[config.mk]
export PLATFORM = sky130hd
export DESIGN_NAME = encoder8to3_seq
export DESIGN_NICKNAME = d
export VERILOG_FILES = /design/src/rtl/encoder8to3_seq_pkg.sv /design/src/rtl/encoder8to3_seq_prio_enc8.sv /design/src/rtl/encoder8to3_seq.sv
export SDC_FILE = /design/constraint.sdc
export NUM_CORES = 1
export LEC_CHECK = 0
export ABC_AREA = 0
export BUFFER_PORTS_ARGS = -buffer_cell sky130_fd_sc_hd__buf_4
export CAP_MARGIN = 20
export CORE_ASPECT_RATIO = 1.25
export CORE_MARGIN = 4
export CORE_UTILIZATION = 45
export CTS_CLUSTER_SIZE = 12
export DETAILED_ROUTE_END_ITERATION = 12
export GPL_TIMING_DRIVEN = 0
export PLACE_DENSITY = 0.7
export REMOVE_ABC_BUFFERS = 1
export SYNTH_ARGS = -nofsm -noshare
export SYNTH_HDL_FRONTEND = slang
export SYNTH_SLANG_ARGS = --single-unit
[constraint.sdc]
create_clock -name clk -period 4.9 [get_ports clk]
set_input_delay 0.98 -clock clk [delete_from_list [all_inputs] [get_ports clk]]
set_output_delay 0.98 -clock clk [all_outputs]
set_load 0.05 [all_outputs]
[src/rtl/encoder8to3_seq_pkg.sv]
// Shared definitions for the sequential 8-to-3 priority encoder:
// FSM state encoding and default widths.
package encoder8to3_seq_pkg;

  localparam int N_IN_DEF  = 8;
  localparam int W_OUT_DEF = 3;

  typedef enum logic {
    ST_IDLE = 1'b0,
    ST_HOLD = 1'b1
  } state_t;

endpackage

[src/rtl/encoder8to3_seq_prio_enc8.sv]
// Combinational priority encoder: returns the highest set index of vec,
// plus a flag telling whether any bit is set at all.
module prio_enc8
  import encoder8to3_seq_pkg::*;
#(
  parameter int N_IN  = N_IN_DEF,
  parameter int W_OUT = W_OUT_DEF
) (
  input  logic [N_IN-1:0]  vec,
  output logic [W_OUT-1:0] idx,
  output logic             any
);

  // Ascending scan; later (higher) hits overwrite earlier ones.
  always_comb begin
    idx = '0;
    any = 1'b0;
    for (int i = 0; i < N_IN; i++) begin
      if (vec[i]) begin
        idx = W_OUT'(i);
        any = 1'b1;
      end
    end
  end

endmodule

[src/rtl/encoder8to3_seq.sv]
// Registered priority encoder: sticky request capture, highest-index-first
// grant on A, held under a valid/ready handshake until accepted.
//
//   state   | meaning
//   --------+-------------------------------------------------------------
//   ST_IDLE | no grant outstanding; loads prio(pending) when anything pends
//   ST_HOLD | A/out_valid presented, held until out_ready; no preemption
module encoder8to3_seq
  import encoder8to3_seq_pkg::*;
#(
  parameter int N_IN  = N_IN_DEF,
  parameter int W_OUT = W_OUT_DEF
) (
  input  logic             clk,
  input  logic             rst,
  input  logic [N_IN-1:0]  D,
  input  logic             out_ready,
  output logic [W_OUT-1:0] A,
  output logic             out_valid,
  output logic [N_IN-1:0]  pending,
  output logic             multi
);

  state_t            state_q, state_nx;
  logic [W_OUT-1:0]  a_nx;
  logic              valid_nx;
  logic [N_IN-1:0]   onehot_a, clr_mask, pend_nx, rem;
  logic [W_OUT-1:0]  pend_idx, rem_idx;
  logic              pend_any, rem_any;
  logic              hs;

  assign hs       = out_valid & out_ready;
  assign onehot_a = N_IN'(1) << A;
  assign clr_mask = hs ? onehot_a : '0;
  // Set wins over clear: a fresh request on the accepted bit stays pending.
  assign pend_nx  = (pending & ~clr_mask) | D;
  // rem excludes same-cycle D so new arrivals are granted from IDLE.
  assign rem      = pending & ~onehot_a;
  assign multi    = |(pending & (pending - N_IN'(1)));

  prio_enc8 #(.N_IN(N_IN), .W_OUT(W_OUT)) u_prio_pend (
    .vec (pending),
    .idx (pend_idx),
    .any (pend_any)
  );

  prio_enc8 #(.N_IN(N_IN), .W_OUT(W_OUT)) u_prio_rem (
    .vec (rem),
    .idx (rem_idx),
    .any (rem_any)
  );

  always_ff @(posedge clk) begin
    if (rst) begin
      state_q   <= ST_IDLE;
      pending   <= '0;
      A         <= '0;
      out_valid <= 1'b0;
    end else begin
      state_q   <= state_nx;
      pending   <= pend_nx;
      A         <= a_nx;
      out_valid <= valid_nx;
    end
  end

  always_comb begin
    state_nx = state_q;
    case (state_q)
      ST_IDLE: if (pend_any)        state_nx = ST_HOLD;
      ST_HOLD: if (hs && !rem_any)  state_nx = ST_IDLE;
      default:                      state_nx = ST_IDLE;
    endcase
  end

  always_comb begin
    a_nx     = A;
    valid_nx = out_valid;
    case (state_q)
      ST_IDLE: begin
        valid_nx = 1'b0;
        if (pend_any) begin
          a_nx     = pend_idx;
          valid_nx = 1'b1;
        end
      end
      ST_HOLD: begin
        if (hs) begin
          if (rem_any) a_nx     = rem_idx;
          else         valid_nx = 1'b0;
        end
      end
      default: valid_nx = 1'b0;
    endcase
  end

endmodule

* Yosys cells after proc, flatten, opt, wreduce, memory -nomap -nowiden *
Cells that the tools add are included.

word-level totals
  input port bits = 11
  flip-flop bits (word level) = 13
  word-level logic and storage cells = 64
  output and inout port bits = 13

operators by class
  bitwise logic cells = 8
  eq/ne operators = 4
  shift-type cells = 1
  reduce and logical (&&, ||, !) cells = 5
  add/sub/neg operators = 1
  muxes and demuxes = 41

operators with widths
  kind                                                                 count
  3-bit two-way mux                                                    11
  8-bit bitwise AND                                                    3
  1-bit two-way mux                                                    22
  8-bit NOT                                                            2
  2-bit two-way mux                                                    4
  8-bit two-way mux                                                    1
  8-bit OR                                                             1
  8-bit OR reduction                                                   1
  1-bit by 3-bit << shifter with 8-bit output (first input constant)   1
  8-bit by 1-bit subtractor with 8-bit output (second input constant)  1
  3-bit case mux with 2 select lines                                   1
  2-bit by 1-bit != test with 1-bit output (second input constant)     2
  2-bit != test (second input constant)                                2
  1-bit case mux with 2 select lines                                   2
  3-bit AND reduction                                                  1
  2-bit AND reduction                                                  1
  1-bit bitwise AND                                                    1
  1-bit logical AND                                                    1
  1-bit logical NOT                                                    1
  1-bit NOT                                                            1

* Logic depth before layout (Yosys ltp) *
  word-level depth = 15
  gate-level depth with buffers = 6

* Cells and area by module *
From an unflattened synthesis, not the netlist that was laid out.

second synthesis, totals
  cell total of the unflattened synthesis = 98
  area, all modules = 733.2 sq um

modules (own cells, without submodules)
  module           seq. area each (sq um)  cells each  times used  area an instance (sq um)
  encoder8to3_seq  260.2                   74          1           618.1
  prio_enc8        0.0                     12          2           57.6

* Least setup slack after synthesis *
No wires, ideal clock.

  kind = reg-to-output
  start = register pending[4]
  end = output multi
  setup slack = 1.694 ns
  arrival time = 2.226 ns
  stages on the path, launching flop included = 7
  path through = dfxtp_1 > buf_2 > or4_4 > maj3_2 > o21ai_1 > and2b_1 > o22ai_1

between the ends
  longest elaborated chain between the ends = 3

RTL lines
  item                                         line                   source
  start: declaration                           encoder8to3_seq.sv:20  output logic [N_IN-1:0] pending,
  start signal: assignment                     encoder8to3_seq.sv:61  pending <= pend_nx;
  8-bit by 1-bit subtractor with 8-bit output  encoder8to3_seq.sv:39  assign multi = |(pending & (pending - N_IN'(1)));
  8-bit bitwise AND *                          encoder8to3_seq.sv:39
  8-bit OR reduction *                         encoder8to3_seq.sv:39
  end: declaration                             encoder8to3_seq.sv:21  output logic multi

Mark *: on every way between the ends. The rest lies on a longest branch, timed or not.

* Worst setup path in the final report *
  start = register pending[7]
  end = output multi

Same word-level chain as after synthesis.

==> results_tabular.tex <==
\begin{tabular}{lr}
\hline
Metric & Value \\
\hline
\multicolumn{2}{l}{\textbf{Status}} \\
Status & finished clean \\
\multicolumn{2}{l}{\textbf{Floorplanning}} \\
Number of placement rows & 18 \\
Core area & 0.001982 mm² \\
I/O pins & 24 \\
Horizontal die dimension & 48.76 µm \\
Initial standard-cell utilization of the core & 0.4716 \\
Vertical die dimension & 58.96 µm \\
Die Footprint & 0.002875 mm² \\
\multicolumn{2}{l}{\textbf{Critical path}} \\
Kind of end point of the critical path & output pin \\
Peak per-stage delay on the critical path & 0.61 ns \\
Required @ worst endpoint & 3.92 ns \\
Setup CP Type & register to output pin \\
Critical path endpoint & multi \\
Crit path from & pending[7] \\
Cell family with most CP delay & simple AND/OR/NAND/NOR gates \\
CP Cell Sequence & or4\_4 -> maj3\_2 -> o21ai\_1 -> and2b\_1 -> o22ai\_1 -> buf\_4 \\
Path length in cells of the critical path & 6 \\
Critical path launch point type & register \\
Critical-path top delay cell & or4\_4 \\
Length in cells of the worst reg-to-reg path & 5 \\
Number of buffers and inverters on the critical path & 1 \\
Worst-case register-to-register setup slack & 2.82 ns \\
Endpoint of the most critical register-to-register path & A[1] \\
WP data arrival & 2.16 ns \\
Start of the worst register-to-register path & A[0] \\
Highest net fanout along the worst path & 11 \\
\multicolumn{2}{l}{\textbf{Yosys}} \\
Number of library cell types mapped by synthesis & 43 \\
Number of instances in the synthesized netlist & 116 \\
Leading cell types by total area after synthesis & dfxtp\_1 (28\%), nor2\_1 (6.4\%), a21oi\_1 (5.4\%), o22ai\_4 (4.3\%), mux2\_2 (3.6\%) \\
Top-area cell type share of the netlist area & 0.2784 \\
Synth warn & 0 \\
Average instance area after synthesis & 8.057 µm² \\
Share of synthesized area occupied by flip-flops and latches & 0.2784 \\
Number of synthesized register bits & 13 \\
Count of flip-flops with a built-in enable after synthesis & 0 \\
Top cell type by total area after synthesis & dfxtp\_1 \\
Async set-or-reset flop fraction in the synthesized netlist & 0 \\
Cell area after synthesis & 934.6 µm² \\
Most used flip-flop cell after synthesis & dfxtp\_1 \\
\multicolumn{2}{l}{\textbf{Finish}} \\
Area delta synth->final & 17.81\% \\
Post-route non-filler standard cell count & 154 \\
Fraction of layout cells with a size suffix above 1 & 0.2910 \\
Fin nets & 146 \\
Number of antenna cells inserted & 0 \\
Layout Cell Area excl Fill & 0.001101 mm² \\
\multicolumn{2}{l}{\textbf{Timing}} \\
Final setup TNS & 0 ns \\
Max-Slew Margin vs Limit & 0.6595 \\
Count of endpoints failing setup in the final report & 0 \\
Tcrit/Tclk final & 0.6409 \\
Final Hold Violating Endpoints & 0 \\
RSZ-0062 raised after global routing & false \\
WHS & 0.5653 ns \\
Slew Limit Fails & 0 \\
Slew @ Worst Pin & 0.5100 ns \\
Final Critical Period & 3.140 ns \\
Maximum clock rate & 0.3184 GHz \\
Skew final & 0.01199 ns \\
\multicolumn{2}{l}{\textbf{Drt}} \\
Vias per cell & 6.019 \\
First-iteration detailed-routing DRC count & 49 \\
Number of search-and-repair iterations in the first detailed-routing pass & 5 \\
Count of unresolved DRC violations after routing & 0 \\
Routed len/inst & 15.30 µm \\
Routed wire length & 2356 µm \\
Final antenna-violating net count & 0 \\
Via count of the routed design & 927 \\
\multicolumn{2}{l}{\textbf{Clock tree}} \\
Clock Path Buffers & 2 \\
CTS tree & done \\
Clock latency reported for the late side of the worst-skew pair & 0.29 ns \\
Clk root buf & clkbuf\_4 \\
Number of hold-repair buffers added at the cts stage & 0 \\
Setup bufs post-CTS & 0 \\
Resize count post-CTS & 0 \\
Number of sinks on the clock net & 13 \\
Register clock-pin slew on the reported worst setup and hold paths & 0.09 ns \\
Num CTS Buffers & 3 \\
Level count of the clock H-tree & 1 \\
\multicolumn{2}{l}{\textbf{Power}} \\
Power density of the placed cells & 313.7 mW/mm² \\
Max rail drop VDD & 0.2097 mV \\
Post-layout total power & 0.0003454 W \\
Leak & 0.4414 nW \\
\multicolumn{2}{l}{\textbf{Min path}} \\
Path type of the worst min-delay path & register to register \\
\multicolumn{2}{l}{\textbf{GRT}} \\
Total global-route track usage & 0.1756 \\
Number of antenna violations at the first check in global routing & 0 \\
Number of global-route vias before repair & 839 \\
Final global-route overflow total & 0 \\
Maximum number of pins on one net before global-route repair & 17 \\
Global-route wire length before repair & 3960 µm \\
\multicolumn{2}{l}{\textbf{Placed design}} \\
Final estimated routing congestion in global placement & 0.7909 \\
Detail Placement HPWL & 1615 µm \\
Placement-stage cell area & 0.001075 mm² \\
Number of buffer cells added on primary ports & 23 \\
Placed cell count & 150 \\
\multicolumn{2}{l}{\textbf{Job}} \\
Max-capacitance violation count & 0 \\
\hline
\end{tabular}
[where the power goes]
group | leakage [nW] | switching [W] | internal (W)
clock network | 0.0150 | 0.0000387 | 0.0000317
logic | 0.318 | 0.0000751 | 0.0000547
registers | 0.109 | 0.0000295 | 0.000116
[placed cells by master, fill, tap and decap left out, types with 5 or more instances in the layout]
master	count
buf_4	23
dfxtp_1	13
a21oi_1	10
o21ai_0	6
inv_1	5
nand2_1	6
nor2_1	16
nand3_1	6
[worst min-delay path, cell delays in order, from the launching register on]
cell and delay [ns]:
dfxtp_1 0.35, o211ai_1 0.10, a21oi_1 0.07
[layer usage]
layer,vias up,GRT usage,share of wire
met5,-,0,0
li1,465,-,-
met2,35,0.2910,0.47
met1,422,0.2156,0.44
met3,5,0.03291,0.065
met4,0,0.09231,0.019
[through the flow]
stage,util,setup slack [ns]
2_1_floorplan,-,1.682
3_3_place_gp,0.5423,2.119
3_5_place_dp,0.5423,2.076
4_1_cts,0.5556,1.760
5_1_grt,0.5556,1.681
6_report,0.5556,1.760
[synth_stat cells, drive strengths merged, types with 2 or more instances]
cell type	n
nand2b	3
or3	3
o22ai	5
o21ai	8
nand3	6
nor2	16
clkbuf	2
mux2i	2
buf	7
nor4	2
a21oi	10
dfxtp	13
mux2	5
inv	5
nor3	2
maj3	2
nand2	6
[area by class of cell]
| cell class | instances | area, µm² |
|---|---|---|
| Clock buffer | 4 | 26.28 |
| Fill cell | 191 | 880.8 |
| Inverter | 5 | 18.77 |
| Multi-Input combinational cell | 89 | 598.1 |
| Sequential cell | 13 | 260.3 |
| Tap cell | 20 | 25.02 |
| Timing Repair Buffer | 23 | 172.7 |
[registers in the layout, indices dropped and copies added, names as in the netlist]
name	cells
pending	8
out_valid	1
A	3
state_q	1
[worst min path at each step]
| stage | end | cells after the start | from | slack [ns] |
|---|---|---|---|---|
| 6_report | out_valid | 2 | out_valid | 0.57 |
| 5_1_grt | out_valid | 2 | out_valid | 0.60 |
| 4_1_cts | out_valid | 2 | out_valid | 0.57 |
| 3_5_place_dp | out_valid | 2 | out_valid | 0.55 |
| 3_3_place_gp | out_valid | 2 | out_valid | 0.54 |
| 2_1_floorplan | state_q | 2 | state_q | 0.58 |
[logic make-up after synthesis]
| family | Yosys count | synth area share |
|---|---|---|
| AND/OR/NAND/NOR | 44 | 0.2370 |
| AO/OA/AOI/OAI | 36 | 0.2905 |
| buffers and inverters | 14 | 0.08167 |
| flip-flops | 13 | 0.2784 |
| multiplexers | 7 | 0.08969 |
| adder cells (fa/ha/maj) | 2 | 0.02276 |
No activity file was read; power rests on OpenSTA's default activity.
